--- config.mk ---
export PLATFORM = sky130hd
export DESIGN_NAME = clcd_ctrl
export DESIGN_NICKNAME = d
export VERILOG_FILES = /design/src/rtl/clcd_pkg.sv /design/src/rtl/clcd_init_rom.sv /design/src/rtl/clcd_ctrl.sv
export SDC_FILE = /design/constraint.sdc
export NUM_CORES = 1
export LEC_CHECK = 0
export BUFFER_PORTS_ARGS = -buffer_cell sky130_fd_sc_hd__buf_4
export CORE_MARGIN = 5
export CORE_UTILIZATION = 60
export DETAILED_ROUTE_END_ITERATION = 8
export GPL_ROUTABILITY_DRIVEN = 0
export PLACE_DENSITY_LB_ADDON = 0.1
export SLEW_MARGIN = 20
export SYNTH_ARGS = -nofsm -noshare
export SYNTH_HDL_FRONTEND = slang
export SYNTH_SLANG_ARGS = --single-unit
--- constraint.sdc ---
create_clock -name clk -period 6.45 [get_ports clk]
set_input_delay 1.29 -clock clk [delete_from_list [all_inputs] [get_ports clk]]
set_output_delay 1.29 -clock clk [all_outputs]
set_load 0.02 [all_outputs]
--- src/rtl/clcd_pkg.sv ---
// Shared types and constants for the character-LCD controller.
package clcd_pkg;

    typedef enum logic [2:0] {
        ST_PWRUP,
        ST_LOAD,
        ST_SETUP,
        ST_EHIGH,
        ST_HOLD,
        ST_WAIT,
        ST_IDLE
    } state_e;

    // One byte headed for the LCD bus together with its register select.
    typedef struct packed {
        logic       rs;
        logic [7:0] data;
    } lcd_byte_t;

    localparam logic [7:0] FUNC_SET = 8'h38;
    localparam logic [7:0] DISP_ON  = 8'h0C;
    localparam logic [7:0] CLEAR    = 8'h01;
    localparam logic [7:0] ENTRY    = 8'h06;

    localparam int unsigned INIT_LEN = 7;
    localparam int unsigned STEP_W   = 3;

    localparam int unsigned DEF_T_PWRUP = 750000;
    localparam int unsigned DEF_T_INIT1 = 205000;
    localparam int unsigned DEF_T_SU    = 4;
    localparam int unsigned DEF_T_EW    = 15;
    localparam int unsigned DEF_T_HOLD  = 4;
    localparam int unsigned DEF_T_EXEC  = 2500;
    localparam int unsigned DEF_T_LONG  = 100000;

    function automatic int unsigned max_u(input int unsigned a, input int unsigned b);
        return (a > b) ? a : b;
    endfunction

    // Clear display / return home (0x01..0x03) need the long execution wait.
    function automatic logic is_long_cmd(input lcd_byte_t b);
        return (!b.rs) && (b.data[7:2] == 6'd0) && (b.data != 8'd0);
    endfunction

endpackage

--- src/rtl/clcd_init_rom.sv ---
// Power-up init sequence: step index to instruction byte plus last-step flag.
module clcd_init_rom
    import clcd_pkg::*;
(
    input  logic [STEP_W-1:0] step,
    output logic [7:0]        init_byte,
    output logic              last
);

    // Table lookup of the init instruction for this step.
    always_comb begin
        init_byte = 8'h00;
        case (step)
            3'd0, 3'd1, 3'd2, 3'd3: init_byte = FUNC_SET;
            3'd4:                   init_byte = DISP_ON;
            3'd5:                   init_byte = CLEAR;
            3'd6:                   init_byte = ENTRY;
            default:                init_byte = 8'h00;
        endcase
        last = (step == STEP_W'(INIT_LEN - 1));
    end

endmodule

--- src/rtl/clcd_ctrl.sv ---
// HD44780 write-only driver: autonomous init, byte commands, E-strobe timing.
module clcd_ctrl
    import clcd_pkg::*;
#(
    parameter int unsigned T_PWRUP = DEF_T_PWRUP,
    parameter int unsigned T_INIT1 = DEF_T_INIT1,
    parameter int unsigned T_SU    = DEF_T_SU,
    parameter int unsigned T_EW    = DEF_T_EW,
    parameter int unsigned T_HOLD  = DEF_T_HOLD,
    parameter int unsigned T_EXEC  = DEF_T_EXEC,
    parameter int unsigned T_LONG  = DEF_T_LONG
) (
    input  logic       clk,
    input  logic       nRESET,
    input  logic       cmd_valid,
    input  logic       cmd_rs,
    input  logic [7:0] cmd_data,
    output logic       cmd_ready,
    output logic       init_done,
    input  logic       reinit,
    output logic       CLCD_RS,
    output logic       CLCD_RW,
    output logic       CLCD_E,
    output logic [7:0] CLCD_DQ
);

    localparam int unsigned T_MAX = max_u(max_u(max_u(T_PWRUP, T_INIT1), max_u(T_SU, T_EW)),
                                          max_u(max_u(T_HOLD, T_EXEC), T_LONG));
    localparam int unsigned TW    = $clog2(T_MAX);

    state_e            state_q, state_d;
    logic [TW-1:0]     timer_q, timer_d;
    logic [STEP_W-1:0] step_q, step_d;
    logic              init_mode_q, init_mode_d;
    logic              pend_q, pend_d;
    lcd_byte_t         hold_q, hold_d;
    lcd_byte_t         bus_q, bus_d;
    logic              e_q, e_d;
    logic              ready_q, ready_d;
    logic              done_q, done_d;

    logic [7:0]        rom_byte;
    logic              rom_last;
    logic              timer_zero;
    logic [TW-1:0]     wait_load;

    clcd_init_rom u_rom (
        .step      (step_q),
        .init_byte (rom_byte),
        .last      (rom_last)
    );

    assign timer_zero = (timer_q == '0);

    // Execution wait that follows the strobe currently on the bus.
    assign wait_load = (init_mode_q && step_q == '0) ? TW'(T_INIT1 - 1) :
                       is_long_cmd(bus_q)            ? TW'(T_LONG - 1)  :
                                                       TW'(T_EXEC - 1);

    // Next-state, timer and output computation.
    always_comb begin
        state_d     = state_q;
        timer_d     = timer_zero ? timer_q : timer_q - TW'(1);
        step_d      = step_q;
        init_mode_d = init_mode_q;
        pend_d      = pend_q | (reinit & (state_q != ST_IDLE));
        hold_d      = hold_q;
        bus_d       = bus_q;
        e_d         = e_q;
        ready_d     = ready_q;
        done_d      = done_q;

        case (state_q)
            ST_PWRUP: begin
                if (timer_zero) state_d = ST_LOAD;
            end
            ST_LOAD: begin
                bus_d   = init_mode_q ? '{rs: 1'b0, data: rom_byte} : hold_q;
                timer_d = TW'(T_SU - 1);
                state_d = ST_SETUP;
            end
            ST_SETUP: begin
                if (timer_zero) begin
                    e_d     = 1'b1;
                    timer_d = TW'(T_EW - 1);
                    state_d = ST_EHIGH;
                end
            end
            ST_EHIGH: begin
                if (timer_zero) begin
                    e_d     = 1'b0;
                    timer_d = TW'(T_HOLD - 1);
                    state_d = ST_HOLD;
                end
            end
            ST_HOLD: begin
                if (timer_zero) begin
                    timer_d = wait_load;
                    state_d = ST_WAIT;
                end
            end
            ST_WAIT: begin
                if (timer_zero) begin
                    if (pend_q || reinit) begin
                        pend_d      = 1'b0;
                        init_mode_d = 1'b1;
                        step_d      = '0;
                        done_d      = 1'b0;
                        state_d     = ST_LOAD;
                    end else if (init_mode_q && !rom_last) begin
                        step_d  = step_q + STEP_W'(1);
                        state_d = ST_LOAD;
                    end else begin
                        init_mode_d = 1'b0;
                        done_d      = 1'b1;
                        ready_d     = 1'b1;
                        state_d     = ST_IDLE;
                    end
                end
            end
            ST_IDLE: begin
                if (reinit) begin
                    init_mode_d = 1'b1;
                    step_d      = '0;
                    done_d      = 1'b0;
                    ready_d     = 1'b0;
                    state_d     = ST_LOAD;
                end else if (cmd_valid && ready_q) begin
                    hold_d  = '{rs: cmd_rs, data: cmd_data};
                    ready_d = 1'b0;
                    state_d = ST_LOAD;
                end
            end
            default: state_d = ST_PWRUP;
        endcase
    end

    // State and output registers; reset drops the strobe immediately.
    always_ff @(posedge clk or negedge nRESET) begin
        if (!nRESET) begin
            state_q     <= ST_PWRUP;
            timer_q     <= TW'(T_PWRUP);
            step_q      <= '0;
            init_mode_q <= 1'b1;
            pend_q      <= 1'b0;
            hold_q      <= '0;
            bus_q       <= '0;
            e_q         <= 1'b0;
            ready_q     <= 1'b0;
            done_q      <= 1'b0;
        end else begin
            state_q     <= state_d;
            timer_q     <= timer_d;
            step_q      <= step_d;
            init_mode_q <= init_mode_d;
            pend_q      <= pend_d;
            hold_q      <= hold_d;
            bus_q       <= bus_d;
            e_q         <= e_d;
            ready_q     <= ready_d;
            done_q      <= done_d;
        end
    end

    assign cmd_ready = ready_q;
    assign init_done = done_q;
    assign CLCD_RS   = bus_q.rs;
    assign CLCD_DQ   = bus_q.data;
    assign CLCD_E    = e_q;
    assign CLCD_RW   = 1'b0;

endmodule

==> parameters.txt <==
Parameter                              Value

Global route
  Number of antenna violations at the first check in global routing ... 0
  Maximum number of pins on one net before global-route repair ... 50
  Global-route wire length before repair ... 10500 µm
  All-layer global routing usage ... 0.211
  Via count of the first global-routing pass ... 2220
  Total congestion overflow ... 0

Critical path
  Kind of end point of the critical path ... flop
  Maximum cell stage delay along the critical path ... 0.88 ns
  Critical path, cell by cell ... nor4_1 -> nand4_1 -> and2b_1 -> inv_4 -> ha_1 -> a22o_1 -> a21oi_1
  CP startpoint kind ... flop
  Crit Reg-Reg Endpoint ... timer_q[0]
  Startpoint-to-endpoint class of the critical path ... flop to flop
  Crit path required time ... 6.68 ns
  Worst reg-to-reg path cell count ... 7
  Reg-to-reg startpoint ... timer_q[11]
  R2r setup slk ... 3.40 ns
  CP max stage cell ... sky130_fd_sc_hd__and2b_1
  Maximum fanout along the worst path ... 27
  CP Data Arrival Time ... 3.27 ns

Placed design
  Placed cell count ... 355
  Area after DPL ... 0.00294 mm²
  Input/output buffers ... 24
  Pre-CTS setup slack ... 3.57 ns
  HPWL reported at the end of detailed placement ... 4170 µm

Floorplanning
  Number of primary I/O pins ... 26
  # rows ... 24
  Die area ... 0.00604 mm²
  Initial core utilization ... 0.623
  DIE WIDTH ... 77.7 µm
  DIE HEIGHT ... 77.7 µm
  Total core area ... 0.00441 mm²

Routing
  Per-cell routed wire length ... 16.4 µm
  Starting DRC count in detailed routing ... 116
  Routed length on met2 ... 2790 µm
  Wl on met1 ... 2770 µm
  Met3 wire length ... 326 µm
  Count of vias placed by the detailed router ... 2242
  Remaining DRCs ... 0
  Post-Route WL ... 5960 µm
  Number of detailed-routing iterations run before antenna repair ... 4
  Top layer in use ... met4
  Post-DRT Antenna Nets ... 0
  Routed vias/inst ... 6.18

Clocking
  Post-CTS setup buffer count ... 0
  Total number of clock tree sinks ... 49
  Clock root buffer master ... sky130_fd_sc_hd__clkbuf_8
  Total CTS buffers ... 5
  Clock tree from TritonCTS ... done
  Resize count post-CTS ... 0
  Clk Latency, worst-skew pair ... 0.31 ns
  CTS H-Tree Depth ... 2
  Maximum clock path buffer count ... 2
  Quantity of hold-fixing buffers added after cts ... 0
  Clock-pin slew on the worst setup and hold paths ... 0.10 ns

Timing
  Achievable frequency ... 0.328 GHz
  Headroom to the max-slew limit ... 0.393
  Final Worst Setup Slack ... 3.40 ns
  Final Hold Slack ... 0.503 ns
  Period utilization ... 0.472
  Clock skew ... 0.0124 ns
  Number of slew-limit violations in the final report ... 0
  Final hold violation count ... 0
  Transition time at the pin with the least slew margin ... 0.911 ns
  Unrepaired setup endpoints after global routing ... no
  Final setup TNS ... 0 ns
  Crit path time final ... 3.05 ns
  Number of setup violations in the final report ... 0

Synthesis
  Fraction of synthesized cell area taken by the top area cell type ... 0.346
  Ys flop type ... sky130_fd_sc_hd__dfrtp_1
  Post-synthesis xor/xnor area fraction ... 0.0350
  Sequential share of the synthesized area ... 0.451
  Syn Nets ... 314
  Number of warnings issued by yosys ... 0
  Instance count of the mapped netlist ... 292
  Area of the mapped netlist ... 0.00275 mm²
  Synth cell types ... 54
  Average footprint of a synthesized cell ... 9.42 µm²
  Simple logic cell fraction of the synthesized area ... 0.231
  Dominant combinational cell family by area after synthesis ... simple AND/OR/NAND/NOR gates
  Yosys reg bits ... 49
  Post-synth EDFFs ... 0
  Top cell types by occurrence after synthesis ... sky130_fd_sc_hd__dfrtp_1, sky130_fd_sc_hd__nand2_1, sky130_fd_sc_hd__nor2_1, sky130_fd_sc_hd__o21ai_0, sky130_fd_sc_hd__a21oi_1
  Multiplexer share of the synthesized area ... 0.0446
  Main area contributors after synthesis ... sky130_fd_sc_hd__dfrtp_1, sky130_fd_sc_hd__dfstp_2, sky130_fd_sc_hd__o21ai_0
  Post-synth ARST share ... 1.00
  Biggest area consumer among synthesized cells ... sky130_fd_sc_hd__dfrtp_1
  Adder-cell area share of the yosys netlist ... 0.0409
  Most frequently used cell type in the post-synthesis netlist ... sky130_fd_sc_hd__dfrtp_1
  Synth Area in Compound Gates ... 0.161

Layout
  Final Non-Filler Cells ... 363
  Total of fill cells in the finished design ... 374
  Antenna diode count ... 0
  Area added between synthesis and finish ... 11.1%
  Total number of nets in the final design ... 332
  Share of final-layout standard cells stronger than drive strength 1 ... 0.206
  Post-route standard cell area excluding fillers ... 0.00306 mm²

Power
  Register share of total power ... 0.557
  Switching power summed over all nets ... 115 µW
  Peak supply drop ... 0.139 mV
  Internal cell power ... 443 µW
  Switching power share of the total ... 0.207
  Leak Pwr ... 0.00129 µW
  Power Density ... 183 mW/mm²
  Share of power burned in the clock network ... 0.412
  Comb power frac ... 0.031

Min path
  Hold worst-path end ... CLCD_DQ[7]
  Min-Delay Path Class ... flop to flop
  WHS Path Cells ... 2
  Start point of the worst min-delay path ... hold_q[7]

Run
  Maxcap violations ... 0

Outcome
  Outcome ... finished, final reports clean
## final cells by class
class | count | area, µm² | share of cell area
Timing Repair Buffer | 25 | 188 | 0.0614
Multi-Input combinational cell | 221 | 1410 | 0.463
Tap cell | 52 | 65.1 | 0.0213
Clock inverter | 1 | 30.0 | 0.00983
Sequential cell | 49 | 1240 | 0.406
Clock buffer | 7 | 86.3 | 0.0283
Inverter | 8 | 32.5 | 0.0106
## cell families after synthesis
group | count (synthesis)
AND/OR/NAND/NOR | 118
XOR/XNOR | 11
multiplexers | 11
other | 1
buffers and inverters | 22
AO/OA/AOI/OAI | 71
adder cells (fa/ha/maj) | 9
flip-flops | 49
## worst max-delay path, delay by kind of cell, from the launching register on
family / cells / cell delay (ns)
buffers and inverters: 1 / 0.15
flip-flops: 1 / 0.44
adder cells (fa/ha/maj): 1 / 0.34
AND/OR/NAND/NOR: 3 / 1.64
AO/OA/AOI/OAI: 2 / 0.38
## placed cells by master (no fill, tap or decap), types with 9 or more instances in the layout
cell type                 netlist  layout
sky130_fd_sc_hd__buf_4          2      25
sky130_fd_sc_hd__nand2_1       27      27
sky130_fd_sc_hd__o21ai_0       23      23
sky130_fd_sc_hd__nor2b_1       10      10
sky130_fd_sc_hd__nor3_1        12      12
sky130_fd_sc_hd__dfstp_2       11      11
sky130_fd_sc_hd__a21oi_1       14      14
sky130_fd_sc_hd__ha_1           9       9
sky130_fd_sc_hd__nor2_1        23      23
sky130_fd_sc_hd__mux2_2        10      10
sky130_fd_sc_hd__dfrtp_1       38      38
## routing by layer
layer / global-route usage / vias up
met2: 0.325 / 59
met3: 0.0486 / 10
met4: 0.0619 / 0
li1: - / 1079
met5: 0 / -
met1: 0.298 / 1094
## metrics by stage
stage,power [µW],util
floorplan,321,-
global placement,334,0.666
detailed placement,334,0.666
CTS,560,0.692
global route,578,0.692
finish,558,0.692
## power groups by stage
stage	Combinational, µW	Sequential (µW)	Clock [µW]
floorplan	4.75	317	0
global placement	17.6	317	0
detailed placement	17.8	316	0
CTS	17.8	311	231
global route	19.6	311	247
finish	17.2	311	230
## state kept, by name (all words and copies together), names as in the netlist
signal	flops
CLCD_RS	1
CLCD_DQ	8
hold_q	9
CLCD_E	1
step_q	3
init_done	1
init_mode_q	1
pend_q	1
timer_q	20
cmd_ready	1
state_q	3
## worst max path at each step
stage	startpoint	end	slack [ns]
2_1_floorplan	reinit	step_q[0]	3.98
3_3_place_gp	timer_q[11]	step_q[0]	3.67
3_5_place_dp	timer_q[11]	timer_q[0]	3.57
4_1_cts	timer_q[11]	timer_q[0]	3.47
5_1_grt	timer_q[11]	timer_q[0]	3.14
6_report	timer_q[11]	timer_q[0]	3.40
No activity file was read; power rests on OpenSTA's default activity.
